===== src/rtl/alu_result_stage.sv =====
// Result stage after the ALU: queues each result in a small FIFO for register-file writeback
// and maintains the Condition Control Register fed by the ALU flags.
module alu_result_stage #(
  parameter int DATA_WIDTH = 32,
  parameter int DEPTH      = 2,
  parameter int REG_ADDR_W = 5
) (
  input  logic                       Clock,
  input  logic                       Reset_n,
  input  logic                       InValid,
  output logic                       InReady,
  input  logic [DATA_WIDTH-1:0]      RZ,
  input  logic [REG_ADDR_W-1:0]      DestReg,
  input  logic                       WriteEn,
  input  logic                       NOP_FLAG,
  input  logic                       IFNR_FLAG,
  input  logic                       INR_FLAG,
  input  logic                       NEGATIVE_FLAG,
  input  logic                       ZERO_FLAG,
  input  logic                       OVERFLOW_FLAG,
  input  logic                       CARRY_FLAG,
  input  logic                       CcrClear,
  output logic                       OutValid,
  input  logic                       OutReady,
  output logic [DATA_WIDTH-1:0]      WbData,
  output logic [REG_ADDR_W-1:0]      WbDest,
  output logic                       WbWrite,
  output logic [$clog2(DEPTH):0]     Count,
  output logic [31:0]                CCR
);

  localparam int PTR_W = $clog2(DEPTH);
  localparam int CNT_W = PTR_W + 1;

  typedef struct packed {
    logic [DATA_WIDTH-1:0] data;
    logic [REG_ADDR_W-1:0] dest;
    logic                  write;
  } entry_t;

  entry_t            mem [DEPTH];
  entry_t            entry_in;
  entry_t            head;
  logic [PTR_W-1:0]  wr_ptr;
  logic [PTR_W-1:0]  rd_ptr;
  logic [6:0]        ccr_q;
  logic              push;
  logic              pop;

  assign InReady  = (Count != CNT_W'(DEPTH));
  assign OutValid = (Count != '0);
  assign push     = InValid && InReady;
  assign pop      = OutValid && OutReady;

  // Unrecognised instructions and NOPs still flow through, but never write the register file.
  assign entry_in = '{data:  RZ,
                      dest:  DestReg,
                      write: WriteEn && !NOP_FLAG && !INR_FLAG && !IFNR_FLAG};

  assign head    = mem[rd_ptr];
  assign WbData  = OutValid ? head.data  : '0;
  assign WbDest  = OutValid ? head.dest  : '0;
  assign WbWrite = OutValid ? head.write : 1'b0;

  // NOTE: storage is deliberately not reset; Count gates every output, so stale slots are never seen.
  always_ff @(posedge Clock) begin
    if (push) mem[wr_ptr] <= entry_in;
  end

  // NOTE: sequential state uses non-blocking assignments so every register samples pre-edge values.
  always_ff @(posedge Clock or negedge Reset_n) begin
    if (!Reset_n) begin
      wr_ptr <= '0;
      rd_ptr <= '0;
      Count  <= '0;
    end else begin
      if (push) wr_ptr <= wr_ptr + PTR_W'(1);
      if (pop)  rd_ptr <= rd_ptr + PTR_W'(1);
      case ({push, pop})
        2'b10:   Count <= Count + CNT_W'(1);
        2'b01:   Count <= Count - CNT_W'(1);
        default: Count <= Count;
      endcase
    end
  end

  // Layout: [0] C, [1] N, [2] V, [3] Z, [4] INR sticky, [5] IFNR sticky, [6] last NOP.
  always_ff @(posedge Clock or negedge Reset_n) begin
    if (!Reset_n) begin
      ccr_q <= '0;
    end else begin
      if (push && !NOP_FLAG) ccr_q[3:0] <= {ZERO_FLAG, OVERFLOW_FLAG, NEGATIVE_FLAG, CARRY_FLAG};
      if (push)              ccr_q[6]   <= NOP_FLAG;
      // A sticky set on the same edge as a clear takes priority.
      ccr_q[4] <= (ccr_q[4] && !CcrClear) || (push && INR_FLAG);
      ccr_q[5] <= (ccr_q[5] && !CcrClear) || (push && IFNR_FLAG);
    end
  end

  assign CCR = {25'd0, ccr_q};

endmodule

===== config.mk =====
export PLATFORM = sky130hd
export DESIGN_NAME = alu_result_stage
export DESIGN_NICKNAME = d
export VERILOG_FILES = /design/src/rtl/alu_result_stage.sv
export SDC_FILE = /design/constraint.sdc
export NUM_CORES = 1
export LEC_CHECK = 0
export CAP_MARGIN = 15
export CORE_MARGIN = 5
export CORE_UTILIZATION = 40
export CTS_CLUSTER_DIAMETER = 30
export DETAILED_ROUTE_END_ITERATION = 6
export PLACE_DENSITY_LB_ADDON = 0.05
export SETUP_SLACK_MARGIN = 0.4
export SLEW_MARGIN = 20
export SYNTH_ARGS = -nofsm -noshare
export SYNTH_HDL_FRONTEND = slang
export SYNTH_SLANG_ARGS = --single-unit
export TNS_END_PERCENT = 1

===== constraint.sdc =====
create_clock -name Clock -period 2.8 [get_ports Clock]
set_clock_uncertainty 0.15 [all_clocks]
set_input_delay 0.28 -clock Clock [delete_from_list [all_inputs] [get_ports Clock]]
set_output_delay 0.28 -clock Clock [all_outputs]
set_load 0.02 [all_outputs]

# == Word-level counts from Yosys, hierarchy flattened ==
# Memory sizes are Yosys's and may differ from the RTL's.
# Cells that the tools add are included.
# op_classes
n_reduce_logical,18
eq_ne,3
n_addsub,4
n_mux,6
# ops
op,count
two-way mux 32 bit,1
logical AND 1 bit,10
two-way mux 5 bit,1
logical NOT 1 bit,4
case mux 2 bit (2 select lines),1
nonzero test 2 bit,2
two-way mux 1 bit,3
"adder 1 bit, second input constant",2
"adder 2 x 1 -> 2 bit, second input constant",1
"equality test 2 x 1 -> 1 bit, second input constant",1
"equality test 2 bit, second input constant",1
logical OR 1 bit,2
"inequality test 2 bit, second input constant",1
"subtractor 2 x 1 -> 2 bit, second input constant",1
# totals
inputBits,50
word_cells,38
register_bits,11
ram_bits,76
memories,1
# mem_list
memory,words,width,rd,rd_clocked_by_memory_dff,wr,line,rtl
mem,2,38,1,0,1,41,entry_t mem [DEPTH];

# == Logic depth before layout (Yosys ltp) ==
# depth
word_depth,4
mapped_depth,7
mapped_depth_nobuf,7

# == Worst setup path after synthesis ==
# OpenSTA, ideal clock, no wires.
# synth_path
kind,reg-to-reg
startpoint,register Count[0]
endpoint,memory mem[0][0] in the netlist's numbering (enable)
n_path_buf,0
arrival_time_ns,2.469
synth_period_minus_slack_ns,3.052
setup_slack_ns,-0.252
setup_ns,0.433
required_time_ns,2.217
stages_incl_launch_ff,4
cell_sequence,dfrtp_1 nand2b_4 nand2_2 nor2_1
# synth_between
elab_chain_len,4
# synth_lines
item,line,rtl
"start, declared",28,"output logic [$clog2(DEPTH):0] Count,"
"start signal, assigned",80,2'b10: Count <= Count + CNT_W'(1);
"start signal, assigned",81,2'b01: Count <= Count - CNT_W'(1);
"start signal, assigned",82,default: Count <= Count;
inequality test 2 bit,50,assign InReady = (Count != CNT_W'(DEPTH));
via InReady,11,"output logic InReady,"
logical AND 1 bit,52,assign push = InValid && InReady;
two-way mux 1 bit,67,if (push) mem[wr_ptr] <= entry_in;
two-way mux 1 bit (implied by the code),67,
"end, declared",41,
# The timed path passes the listed nets, and every way through them passes these cells.

# == Worst setup path in the final report ==
# layout_path
startpoint,register rd_ptr
endpoint,output WbData[15]
# layout_between
elab_chain_len,2
# layout_lines
item,line,rtl
"start, declared",45,logic [PTR_W-1:0] rd_ptr;
"start signal, assigned",78,if (pop) rd_ptr <= rd_ptr + PTR_W'(1);
memory (2 x 38 bit),--,
two-way mux 32 bit,61,assign WbData = OutValid ? head.data : '0;
"end, declared",25,"output logic [DATA_WIDTH-1:0] WbData,"
# No other way between the ends.

==> out/metrics.cfg <==
[run_status]
status=finished clean

[route]
wl_per_cell_um=14.8
post_drt_via_cell_ratio=4.54
drc=0
postRouteAntennaNets=0
routed_wl_mm=6.58
vias=2016
first_pass_iters=4
drt_iter0_drc=38

[placed_design]
post-dp-hpwl_mm=4.57
portBuffers=98
placed_cells=426
place_ws_ns=0.641
place_congestion=0.689

[synth]
yosysWarnings=0
post_synth.cell_area_avg_um2=15.8
ys_seq_elements=87
synth_area_um2=3550
synth.area.top_cells=edfxtp_1, mux2i_1, dfrtp_1, buf_4, nor2_1
synthXorXnorAreaFrac_pct=1.23
yosys.area.top_type=edfxtp_1
synth_top_family_by_area=multiplexers
syn_inst=225
synth-compound-area-share_pct=0.282
synth_cell_types=23
netlist.area_leader.share_pct=64.3
synthAdderAreaFrac_pct=0.353
synth_mux_area_share_pct=12.7
seq_area_frac_synth_pct=72.1
synthSimpleGateAreaFrac_pct=6.14

[worst_setup_path]
worstSetupPathType=register to output pin
cpPeakStageDelay_ns=0.62
end_kind=output pin
crit_buf_inv=2
cp-start-kind=register
critPathSlowestCell=clkdlybuf4s50_1
cp_top_family=buffers and inverters
arrival_ns=1.87
critical_path_required_ns=2.37
cp_cell_sequence=buf_8 -> mux2i_1 -> nor2_1 -> clkdlybuf4s50_1
critical_path.max_fanout=21

[grt]
grt_pass1_wl_mm=10.6
grt_max_degree=32
grt_pass1_vias=2149
antenna_found_initial=0
grt_usage_pct=12.4
overflow=0

[floorplanning]
dieArea_um2=10900
core-area_um2=8680
fp-row-count=34
num_io_pins=124
die_y_um=104
start_util_pct=40.9
die_w_um=104

[clocking]
htreeDepth=3
clk_latency_ns=0.34
cts-root-buf=clkbuf_8
cts_sinks=87
cts.clk_slew.worst_paths_ns=0.08
cts.path.max_buffers=2
numCtsBuffers=9
cts_tree=built
cts_hold_buf=0

[sta]
max_freq_mhz=436
finalCritPeriodShare_pct=82.0
rsz0062_at_grt=true
fin_crit_ns=2.30
setup_tns_ns=0
max_slew_margin_pct=63.4
setup_ws_ns=0.505
finalSetupViolations=0
slew_violations=0
finalHoldViolations=0
worst-slew-pin-transition_ns=0.547

[power]
leakage_nw=1.87
p_per_area_nw_per_um2=1120
peakVddDrop_mv=0.463

[cells_and_area]
fin_nets=382
drive_gt1_share_pct=10.4
utilization_pct=56.1
insertedDiodeCount=0
stdcell_count=444
area_growth_pct=37.3

[run]
maxCapViolations=0

[hold_path]
hold_class=input pin to asynchronous set/reset pin

[worst paths after layout]
path	start	end	slack, ns	cells after the start
hold reg to reg	ccr_q[0]$_DFFE_PN0P_	ccr_q[0]$_DFFE_PN0P_	0.37	1
hold / removal	Reset_n	ccr_q[1]$_DFFE_PN0P_	0.14	1
max in group asynchronous	Reset_n	rd_ptr$_DFFE_PN0P_	1.96	1
setup reg to reg	Count[1]$_DFFE_PN0P_	Count[1]$_DFFE_PN0P_	0.89	7
setup / recovery	rd_ptr$_DFFE_PN0P_	WbData[15]	0.50	4
min in group Clock	RZ[15]	mem[1][21]$_DFFE_PP_	0.36	1
[cell type report]
type                            count  area (µm²)
Clock inverter                      7         111
Timing Repair Buffer              105        1080
Multi-Input combinational cell    125         846
Inverter                            3        11.3
Fill cell                         721        3810
Sequential cell                    87        2560
Clock buffer                        9         124
Tap cell                          108         135
[placed cells by master, fill, tap and decap left out, types with 2 or more instances in the layout]
cell type        count
buf_12               3
dfrtp_2              2
nor2_1              39
nand3_1              2
clkbuf_8             9
o21ai_0              2
clkinv_2             2
xor2_1               2
conb_1              25
edfxtp_1            76
mux2i_1             38
nor2_4               2
buf_4                2
bufinv_16            3
inv_1                3
mux2_4               4
xnor2_1              3
clkdlybuf4s50_1     98
dfrtp_1              9
[routing by layer]
layer	track usage, %	vias to the layer above	part of all wire (%)
li1	-	964	-
met1	14.7	966	40
met2	20.6	74	51
met3	4.10	12	7.3
met4	5.55	0	1.6
met5	0	-	0
[state kept, by name, indices dropped and copies added (netlist names)]
name,flops
Count,2
ccr_q,7
mem,76
rd_ptr,1
wr_ptr,1
[cell usage after synthesis]
library cell   n
dfrtp_1       11
xor2_1         2
conb_1         1
edfxtp_1      76
nor2_1        41
and3b_4        1
xnor2_1        3
nand3_1        2
nand2_2        1
nor4b_1        1
and2_1         1
and3_1         1
buf_2          5
inv_1          3
nand2b_4       1
mux2i_1       38
mux2_2         1
ha_1           1
buf_4         26
mux2_4         4
o21ai_0        2
buf_6          1
clkbuf_1       2
[through the flow]
| stage | total power [mW] | instance area, µm² | hold WS (ns) |
|---|---|---|---|
| finish | 5.43 | 4870 | 0.141 |
| CTS | 5.50 | 4860 | 0.139 |
| floorplan | 3.34 | 3640 | -0.166 |
| global placement | 4.47 | 4610 | 0.344 |
| global route | 5.74 | 4870 | 0.157 |
| detailed placement | 4.47 | 4610 | 0.345 |
[worst register-to-register path: stages (launching register included)]
cell	delay, ns
dfrtp_2	0.46
nor2_4	0.18
buf_12	0.19
inv_1	0.07
and2_1	0.18
ha_1	0.33
nor2_1	0.14
xor2_1	0.14
[where the power goes]
group | internal, mW | switching (mW)
registers | 1.78 | 0.117
clock network | 0.586 | 0.417
logic | 1.19 | 1.34
[repair_timing]
action | 4_1_cts | 5_1_grt
buffers inserted | 2 | 0
resized for setup | 0 | 4
hold endpoints to repair | 0 | 0
pin swaps | 1 | 0
setup endpoints to repair | 27 | 26
[logic make-up after synthesis]
logic type | count (synthesis)
multiplexers | 43
other | 1
AO/OA/AOI/OAI | 2
adder cells (fa/ha/maj) | 1
flip-flops | 87
XOR/XNOR | 5
AND/OR/NAND/NOR | 49
buffers and inverters | 37
Power figures use the tool's default switching activity.
